`src/rtl/id_ex_pkg.sv`:
```
// Shared encodings for the ID/EX stage: destination select, write-back source,
// EX opcode constants and the load-use bubble FSM states.
package id_ex_pkg;

    localparam logic [1:0] REGDST_RD   = 2'd0;
    localparam logic [1:0] REGDST_RT   = 2'd1;
    localparam logic [1:0] REGDST_FD   = 2'd2;
    localparam logic [1:0] REGDST_LINK = 2'd3;

    localparam logic [2:0] WBSRC_ALU = 3'd0;
    localparam logic [2:0] WBSRC_MEM = 3'd1;
    localparam logic [2:0] WBSRC_LUI = 3'd2;
    localparam logic [2:0] WBSRC_PC4 = 3'd3;

    // FR/FI format: rs field names an FP register rather than an integer one.
    localparam logic [2:0] EXOP_FP = 3'b111;

    typedef enum logic [1:0] {
        RUN = 2'd0,
        B1  = 2'd1,
        B2  = 2'd2
    } hz_state_t;

endpackage

```
`src/rtl/id_ex_hazard.sv`:
```
// Load-use hazard detector and bubble FSM: one bubble after an integer/word load,
// two after a double-word FP load. stall_fd is combinational; state is registered.
module id_ex_hazard
    import id_ex_pkg::*;
#(
    parameter int REG_AW = 5
) (
    input  logic              clk,
    input  logic              rst,
    input  logic              flush,
    input  logic              Float,
    input  logic [2:0]        ExOp,
    input  logic [REG_AW-1:0] rs,
    input  logic [REG_AW-1:0] rt,
    input  logic              ex_valid,
    input  logic              ex_RegWrite,
    input  logic              ex_Float,
    input  logic              ex_DW,
    input  logic [2:0]        ex_WBSrc,
    input  logic [REG_AW-1:0] ex_dest,
    output logic              stall_fd,
    output logic              insert_bubble
);

    hz_state_t         state;
    logic              ex_load;
    logic              rs_fp;
    logic              rs_hit;
    logic              rt_hit;
    logic              hazard;
    logic [REG_AW-1:0] dest_hi;

    // Integer r0 is hard-wired, so a write to it can never create a dependency.
    function automatic logic reg_hit(input logic src_fp, input logic [REG_AW-1:0] src,
                                     input logic dst_fp, input logic [REG_AW-1:0] dst);
        return (src_fp == dst_fp) && (src == dst) && (src_fp || (src != '0));
    endfunction

    always_comb begin
        dest_hi = ex_dest + REG_AW'(1);
        ex_load = ex_valid & ex_RegWrite & (ex_WBSrc == WBSRC_MEM);
        rs_fp   = Float & (ExOp == EXOP_FP);
        rs_hit  = reg_hit(rs_fp, rs, ex_Float, ex_dest)
                | (ex_DW & reg_hit(rs_fp, rs, ex_Float, dest_hi));
        rt_hit  = reg_hit(Float, rt, ex_Float, ex_dest)
                | (ex_DW & reg_hit(Float, rt, ex_Float, dest_hi));
        hazard  = (state == RUN) & ex_load & (rs_hit | rt_hit);
        stall_fd      = hazard | (state == B2);
        insert_bubble = stall_fd | flush;
    end

    always_ff @(posedge clk) begin
        if (rst || flush) begin
            state <= RUN;
        end else begin
            unique case (state)
                RUN:     if (hazard) state <= ex_DW ? B2 : B1;
                B2:      state <= B1;
                B1:      state <= RUN;
                default: state <= RUN;
            endcase
        end
    end

endmodule

```
`src/rtl/id_ex_stage.sv`:
```
// ID/EX pipeline register, 1-cycle latency; bubbles replace the incoming
// instruction on flush or load-use stall, and stall_fd holds fetch/decode.
module id_ex_stage
    import id_ex_pkg::*;
#(
    parameter int DATA_W   = 32,
    parameter int REG_AW   = 5,
    parameter int LINK_REG = 31
) (
    input  logic              clk,
    input  logic              rst,
    input  logic              flush,
    input  logic              JR,
    input  logic              Byte,
    input  logic              Jump,
    input  logic              MemWrite,
    input  logic              RegWrite,
    input  logic              Float,
    input  logic              Shift,
    input  logic              DW,
    input  logic [1:0]        RegDst,
    input  logic [2:0]        WBSrc,
    input  logic [2:0]        ExOp,
    input  logic [REG_AW-1:0] rs,
    input  logic [REG_AW-1:0] rt,
    input  logic [REG_AW-1:0] rd,
    input  logic [REG_AW-1:0] sh,
    input  logic [5:0]        fun,
    input  logic [15:0]       imm,
    input  logic [DATA_W-1:0] rs_data,
    input  logic [DATA_W-1:0] rt_data,
    input  logic [DATA_W-1:0] pc_plus4,
    output logic              stall_fd,
    output logic              ex_JR,
    output logic              ex_Byte,
    output logic              ex_Jump,
    output logic              ex_MemWrite,
    output logic              ex_RegWrite,
    output logic              ex_Float,
    output logic              ex_Shift,
    output logic              ex_DW,
    output logic [1:0]        ex_RegDst,
    output logic [2:0]        ex_WBSrc,
    output logic [2:0]        ex_ExOp,
    output logic [REG_AW-1:0] ex_rs,
    output logic [REG_AW-1:0] ex_rt,
    output logic [REG_AW-1:0] ex_rd,
    output logic [REG_AW-1:0] ex_sh,
    output logic [5:0]        ex_fun,
    output logic [15:0]       ex_imm,
    output logic [DATA_W-1:0] ex_rs_data,
    output logic [DATA_W-1:0] ex_rt_data,
    output logic [DATA_W-1:0] ex_pc_plus4,
    output logic [REG_AW-1:0] ex_dest,
    output logic              ex_valid
);

    logic              insert_bubble;
    logic [REG_AW-1:0] dest;

    id_ex_hazard #(.REG_AW(REG_AW)) u_hazard (
        .clk           (clk),
        .rst           (rst),
        .flush         (flush),
        .Float         (Float),
        .ExOp          (ExOp),
        .rs            (rs),
        .rt            (rt),
        .ex_valid      (ex_valid),
        .ex_RegWrite   (ex_RegWrite),
        .ex_Float      (ex_Float),
        .ex_DW         (ex_DW),
        .ex_WBSrc      (ex_WBSrc),
        .ex_dest       (ex_dest),
        .stall_fd      (stall_fd),
        .insert_bubble (insert_bubble)
    );

    always_comb begin
        unique case (RegDst)
            REGDST_RD: dest = rd;
            REGDST_RT: dest = rt;
            REGDST_FD: dest = sh;
            default:   dest = REG_AW'(LINK_REG);
        endcase
    end

    // Data fields follow the inputs even on a bubble; only the control side is squashed.
    always_ff @(posedge clk) begin
        if (rst) begin
            {ex_JR, ex_Byte, ex_Jump, ex_MemWrite, ex_RegWrite, ex_Float, ex_Shift, ex_DW} <= '0;
            ex_RegDst   <= '0;
            ex_WBSrc    <= '0;
            ex_ExOp     <= '0;
            ex_dest     <= '0;
            ex_valid    <= 1'b0;
            ex_rs       <= '0;
            ex_rt       <= '0;
            ex_rd       <= '0;
            ex_sh       <= '0;
            ex_fun      <= '0;
            ex_imm      <= '0;
            ex_rs_data  <= '0;
            ex_rt_data  <= '0;
            ex_pc_plus4 <= '0;
        end else begin
            ex_rs       <= rs;
            ex_rt       <= rt;
            ex_rd       <= rd;
            ex_sh       <= sh;
            ex_fun      <= fun;
            ex_imm      <= imm;
            ex_rs_data  <= rs_data;
            ex_rt_data  <= rt_data;
            ex_pc_plus4 <= pc_plus4;
            if (insert_bubble) begin
                {ex_JR, ex_Byte, ex_Jump, ex_MemWrite, ex_RegWrite, ex_Float, ex_Shift, ex_DW} <= '0;
                ex_RegDst <= '0;
                ex_WBSrc  <= '0;
                ex_ExOp   <= '0;
                ex_dest   <= '0;
                ex_valid  <= 1'b0;
            end else begin
                {ex_JR, ex_Byte, ex_Jump, ex_MemWrite, ex_RegWrite, ex_Float, ex_Shift, ex_DW}
                    <= {JR, Byte, Jump, MemWrite, RegWrite, Float, Shift, DW};
                ex_RegDst <= RegDst;
                ex_WBSrc  <= WBSrc;
                ex_ExOp   <= ExOp;
                ex_dest   <= dest;
                ex_valid  <= 1'b1;
            end
        end
    end

endmodule

```
`config.mk`:
```
export PLATFORM = sky130hd
export DESIGN_NAME = id_ex_stage
export DESIGN_NICKNAME = d
export VERILOG_FILES = /design/src/rtl/id_ex_pkg.sv /design/src/rtl/id_ex_hazard.sv /design/src/rtl/id_ex_stage.sv
export SDC_FILE = /design/constraint.sdc
export NUM_CORES = 1
export LEC_CHECK = 0
export BUFFER_PORTS_ARGS = -buffer_cell sky130_fd_sc_hd__buf_2
export CAP_MARGIN = 30
export CELL_PAD_IN_SITES_DETAIL_PLACEMENT = 1
export CELL_PAD_IN_SITES_GLOBAL_PLACEMENT = 2
export CORE_ASPECT_RATIO = 0.9
export CORE_MARGIN = 4
export CORE_UTILIZATION = 25
export DETAILED_ROUTE_END_ITERATION = 10
export GPL_TIMING_DRIVEN = 1
export PLACE_DENSITY_LB_ADDON = 0.1
export SLEW_MARGIN = 10
export SYNTH_ARGS = -nofsm -noshare
export SYNTH_HDL_FRONTEND = slang
export SYNTH_HIERARCHICAL = 1
export SYNTH_SLANG_ARGS = --single-unit
```
`constraint.sdc`:
```
create_clock -name clk -period 6.5 [get_ports clk]
set_input_delay 0.975 -clock clk [delete_from_list [all_inputs] [get_ports clk]]
set_output_delay 0.975 -clock clk [all_outputs]
set_load 0.01 [all_outputs]
```
==> results of run 1 <==
metrics by stage:
step / util [%] / power [mW] / instances
after global routing: 38.16 / 2.436 / 986
final: 38.16 / 2.318 / 986
after global placement: 34.85 / 1.292 / 952
after floorplan: - / 1.177 / 403
after CTS: 38.14 / 2.369 / 985
after detailed placement: 34.89 / 1.298 / 953
flip-flops by register name, summed over array words and instances (netlist names), 5 cells and up:
register and flops:
ex_pc_plus4 32, ex_rs_data 32, ex_rt_data 32, ex_imm 16, ex_fun 6, ex_dest 5
ex_rd 5, ex_rs 5, ex_rt 5, ex_sh 5
worst max-delay path, delay by kind of cell:
family / cells / cell delay (ns)
AOI/OAI and AO/OA: 3 / 0.57
buffers and inverters: 2 / 0.29
muxes: 1 / 0.16
and+or+nand+nor: 2 / 0.58
final timing paths:
check	end	depth (start not counted)	from	slack (ns)
worst min-delay path	u_hazard/state[0]$_SDFFE_PP0P_	2	u_hazard/state[1]$_SDFFE_PP0P_	0.51
worst max-delay path	stall_fd	8	rs[1]	2.95
worst max register to register	ex_dest[0]$_SDFF_PP0_	10	ex_dest[1]$_SDFF_PP0_	3.71
worst min register to register	u_hazard/state[0]$_SDFFE_PP0P_	2	u_hazard/state[1]$_SDFFE_PP0P_	0.51
cell families after synthesis:
kind of cell             after synthesis
AND/OR/NAND/NOR                      184
AO/OA/AOI/OAI                         14
buffers and inverters                 20
XOR/XNOR                              16
flip-flops                           162
adder cells (fa/ha/maj)                1
multiplexers                           6
cell usage after synthesis:
| library cell | n |
|---|---|
| a211oi_2 | 1 |
| a31oi_1 | 1 |
| and2_0 | 1 |
| and2_1 | 15 |
| and2_2 | 1 |
| and3b_1 | 1 |
| buf_2 | 14 |
| buf_6 | 2 |
| clkbuf_1 | 3 |
| dfxtp_1 | 162 |
| ha_1 | 1 |
| inv_1 | 1 |
| mux2_1 | 1 |
| mux2_4 | 5 |
| nand2_1 | 4 |
| nand2b_1 | 1 |
| nand2b_2 | 1 |
| nand3_1 | 3 |
| nand3b_1 | 2 |
| nand4_1 | 3 |
| nor2_1 | 3 |
| nor2b_1 | 138 |
| nor3_1 | 4 |
| nor4_1 | 2 |
| nor4bb_1 | 1 |
| o21ai_0 | 2 |
| o21ai_1 | 2 |
| o221a_1 | 5 |
| o311ai_1 | 1 |
| o31ai_1 | 2 |
| or3_1 | 1 |
| or3b_2 | 1 |
| or4_1 | 2 |
| xnor2_1 | 10 |
| xor2_1 | 6 |
cell type report:
class                   instances  area share, %
well taps                     250          4.293
clock buffers                  18          5.889
clock inverters                14          2.627
repair buffers                319          22.01
diodes                          1        0.03434
flip-flops and latches        162          44.51
multi-input cells             221          20.59
inverters                       1        0.05151
power by group through the flow:
stage          Sequential (mW)  Combinational, mW  Clock, mW
2_1_floorplan             1.11             0.0680          0
3_3_place_gp              1.08              0.211          0
3_5_place_dp              1.08              0.216          0
4_1_cts                   1.06              0.217       1.09
5_1_grt                   1.07              0.233       1.14
6_report                  1.06              0.211       1.05
metal layers:
| metal | up-vias | share of wire (%) | global-route usage [%] |
|---|---|---|---|
| met5 | - | 0.33 | 0 |
| met4 | 6 | 2.0 | 5.344 |
| met3 | 25 | 9.0 | 6.766 |
| met2 | 193 | 50 | 26.31 |
| met1 | 1826 | 39 | 15.69 |
| li1 | 1916 | - | - |
==> impl_metrics.tcl, run 1 <==
set metrics [dict create \
    power.density_nw_per_um2 318.1 \
    layout_commonest_cell "buf_2" \
    num_rows 48 \
    worstPathCellList "buf_2 > or4_1 > o21ai_1 > mux2_1 > nor3_1 > a211oi_2 > o31ai_1 > buf_2" \
    pin_count 318 \
    drt_iter0_drc 116 \
    wl_per_cell_um 16.39 \
    cp.required_ns 5.52 \
    track_usage_pct 14.92 \
    drtAntennaViolNets 0 \
    cell_internal_pwr_mw 1.768 \
    start_util_pct 25.40 \
    die_area_um2 21700 \
    place_ws_ns 2.961 \
    layout_common_cells "316 x buf_2, 162 x dfxtp_1, 138 x nor2b_1" \
    finalNetCount 880 \
    maxSlewViolCount 0 \
    dr.pass1.iters 4 \
    cts_buffers 17 \
    synth_top_area_share_pct 66.86 \
    ys_ff_latch 162 \
    p_leak_nw 3.571 \
    timing.fmax_ghz 0.2819 \
    wl_um 16160 \
    grt_pass1_wl_um 24680 \
    syn-instance-count 403 \
    slew_headroom_pct 46.32 \
    htreeDepth 4 \
    hpwl_um 12820 \
    whs_ns 0.5064 \
    post_cts_buffers 0 \
    tightest_slew_ns 0.8052 \
    cts_hold_buffers 0 \
    cts-root-buf "clkbuf_16" \
    tns_ns 0 \
    finalCriticalPeriod_ns 3.548 \
    clk_pin_slew_ns 0.06 \
    hold_viol 0 \
    post_route_cells_drive_above_1_share_pct 48.84 \
    ir_drop_v 0.0001467 \
    cts.path.max_buffers 2 \
    power.switching_uw 550.0 \
    gr-total-overflow 0 \
    port_buffers 317 \
    rsz0062_at_grt "false" \
    cpPeakStageDelay_ns 0.51 \
    postCtsResizedCells 0 \
    dpl_cell_area_um2 6664 \
    fin_area_um2 7287 \
    synth_compound_area_share_pct 2.450 \
    antenna_found_initial 4 \
    drc 0 \
    synth_xor_area_share_pct 2.889 \
    path_class "in2out" \
    synthTopCellsByArea "dfxtp_1 67%, nor2b_1 18%, and2_1 1.9%" \
    yosys.area.top_type "dfxtp_1" \
    ff_latch_area_um2 3243 \
    hp-class "reg2reg" \
    avgSynthCellArea_um2 12.04 \
    multi_input_area_um2 1500 \
    finalCritPeriodShare_pct 54.58 \
    core_um2 19100 \
    crit_slowest_cell "or4_1" \
    clk-insertion-delay-late_ns 0.42 \
    cp_max_fo 4 \
    combPwrFrac_pct 9.1 \
    clock_sinks 162 \
    synth.distinct_cells 35 \
    cts_tree "done" \
    cp-end-kind "output port" \
    via_count 3966 \
    grt_max_degree 82 \
    fp.dieH_um 140.2 \
    synth_mux_area_share_pct 1.780 \
    status "complete, no violations" \
    viasPerCell 4.022 \
    grt_pass1_vias 4437 \
    die_w_um 154.8 \
    synthAdderAreaFrac_pct 0.2579 \
    ys_warn_count 6 \
    pwr-share-clk_pct 45.2 \
    swShare_pct 23.73 \
    skew_ns 0.006348 \
    power_frac_seq_pct 45.7 \
    synthesis.nets 561 \
    setup_ws_ns 2.952 \
    synth-simple-area-share_pct 23.55 \
    syn-cell-area_um2 4851 \
    area_growth_pct 50.22 \
    gp_congestion 0.7967 \
    finalSetupViolCount 0 \
    critPathArrivalTime_ns 2.57 \
    synth_top_family_by_area "simple AND/OR/NAND/NOR gates" \
    crit_top_cell "buf_2" \
    startpoint_type "input pin" \
    max_cap_viol_count 0 \
    nFillCells 2219 \
    yosysSeqAreaShare_pct 66.86 \
]
No activity file was read; power rests on OpenSTA's default activity.
==> inputs of run 2 (changes only) <==
--- a/config.mk
+++ b/config.mk
@@ -11,7 +11,7 @@
 export CELL_PAD_IN_SITES_GLOBAL_PLACEMENT = 2
 export CORE_ASPECT_RATIO = 0.9
 export CORE_MARGIN = 4
-export CORE_UTILIZATION = 25
+export CORE_UTILIZATION = 24
 export DETAILED_ROUTE_END_ITERATION = 10
 export GPL_TIMING_DRIVEN = 1
 export PLACE_DENSITY_LB_ADDON = 0.1
==> constraint.sdc (replaced) <==
create_clock -name clk -period 3.7 [get_ports clk]
set_input_delay 0.555 -clock clk [delete_from_list [all_inputs] [get_ports clk]]
set_output_delay 0.555 -clock clk [all_outputs]
set_load 0.01 [all_outputs]
==> run 2 against run 1 <==
Net effect: sequential cell count did not move; largest power group is now the clock network; first-iteration DRC count fell by 1.7%; count of clock-buffer cells in the layout did not move; critical endpoint unchanged.
==> impl_metrics.tcl, run 2 (synthesis results as in run 1) <==
set metrics [dict create \
    status "complete, no violations" \
    cts_hold_buffers 0 \
    whs_ns 0.3300 \
    max_cap_viol_count 0 \
    clk_pin_slew_ns 0.07 \
    postCtsResizedCells 0 \
    cp-end-kind "output port" \
    port_buffers 317 \
    maxSlewViolCount 0 \
    clk-insertion-delay-late_ns 0.42 \
    die_area_um2 22550 \
    place_ws_ns 0.8957 \
    antenna_found_initial 2 \
    cp.required_ns 3.14 \
    hpwl_um 12690 \
    rsz0062_at_grt "false" \
    skew_ns 0.005650 \
    gp_congestion 0.7192 \
    setup_ws_ns 0.6513 \
    finalCriticalPeriod_ns 3.049 \
    start_util_pct 24.35 \
    nFillCells 2322 \
    wl_um 16090 \
    layout_commonest_cell "buf_2" \
    dr.pass1.iters 4 \
    post_route_cells_drive_above_1_share_pct 48.98 \
    rrSetupSlack_ns 1.11 \
    core_um2 19930 \
    cts_buffers 17 \
    wl_per_cell_um 16.22 \
    drc 0 \
    finalCritPeriodShare_pct 82.40 \
    path_class "reg2out" \
    critPathArrivalTime_ns 2.49 \
    grt_max_degree 77 \
    cts-root-buf "clkbuf_16" \
    final_util_pct 36.78 \
    power.density_nw_per_um2 568.9 \
    timing.fmax_ghz 0.3280 \
    gr-total-overflow 0 \
    cts.path.max_buffers 2 \
    cts_tree "done" \
    grt_pass1_vias 4246 \
    track_usage_pct 13.83 \
    area_growth_pct 51.07 \
    tns_ns 0 \
    hp-class "in2reg" \
    fp.dieH_um 142.9 \
    grt_pass1_wl_um 23540 \
    drtAntennaViolNets 0 \
    viasPerCell 3.986 \
    finalNetCount 880 \
    ir_drop_v 0.0002814 \
    hold_viol 0 \
    p_total_mw 4.169 \
    drt_iter0_drc 114 \
    htreeDepth 4 \
    layout_common_cells "316 x buf_2, 162 x dfxtp_1, 138 x nor2b_1" \
    startpoint_type "register" \
    slew_headroom_pct 45.16 \
    post_cts_buffers 0 \
    cp_max_fo 5 \
    via_count 3954 \
    p_leak_nw 3.589 \
    clock_sinks 162 \
    finalSetupViolCount 0 \
    pin_count 318 \
    tightest_slew_ns 0.8226 \
    reg_top3 "ex_pc_plus4: 32 flops, ex_rs_data: 32 flops, ex_rt_data: 32 flops" \
    die_w_um 157.9 \
    num_rows 49 \
]
## run 2: changes by cell type in the layout (fill, tap and decap cells not counted), sizes merged
cell	previous run	this run
bufinv	3	4
clkinvlp	2	1
diode	1	2
## run 2: routing by layer
metal	global-route usage, %	part of all wire, %	vias up	wire length [um]
met1	14.60	38	1824	6132
met4	5.251	1.7	4	273
li1	-	-	1916	-
met2	23.82	49	189	7939
met5	0	0.15	-	24
met3	6.758	11	21	1723
## run 2: final timing paths
kind	start	depth (start not counted)	end
hold reg to reg	u_hazard/state[1]$_SDFFE_PP0P_	2	u_hazard/state[0]$_SDFFE_PP0P_
setup reg to reg	ex_dest[1]$_SDFF_PP0_	10	ex_dest[3]$_SDFF_PP0_
hold / removal	JR	2	ex_JR$_SDFF_PP0_
setup / recovery	ex_dest[1]$_SDFF_PP0_	8	stall_fd
## run 2: area by class of cell
cell class,instances,area [um^2],area share (%)
sequential,162,3243,44.25
tap,255,319.1,4.354
clock inverter,14,214.0,2.920
antenna,2,5.005,0.06829
inverter,1,3.754,0.05122
timing repair buffer,319,1604,21.89
clock buffer,18,439.2,5.993
multi-input combinational,221,1500,20.47
## run 2: stage by stage
| step | instances | cell area (um^2) |
|---|---|---|
| floorplan | 403 | 4851 |
| global placement | 958 | 6670 |
| detailed placement | 958 | 6670 |
| CTS | 990 | 7323 |
| global route | 990 | 7323 |
| finish | 992 | 7328 |
## run 2: power breakdown
part           switching (mW)  internal (mW)  leakage, nW
Sequential             0.0262           1.83         1.35
Clock                   0.769           1.17        0.316
Combinational           0.184          0.185         1.93
Total                   0.979           3.19         3.59
## run 2: worst max-delay path: stages (launching register included)
cell and delay [ns]:
dfxtp_1 0.38, ha_1 0.29, and3b_1 0.19, or3_1 0.34
a31oi_1 0.18, nor3_1 0.08, a211oi_2 0.34, o31ai_1 0.12
buf_2 0.15
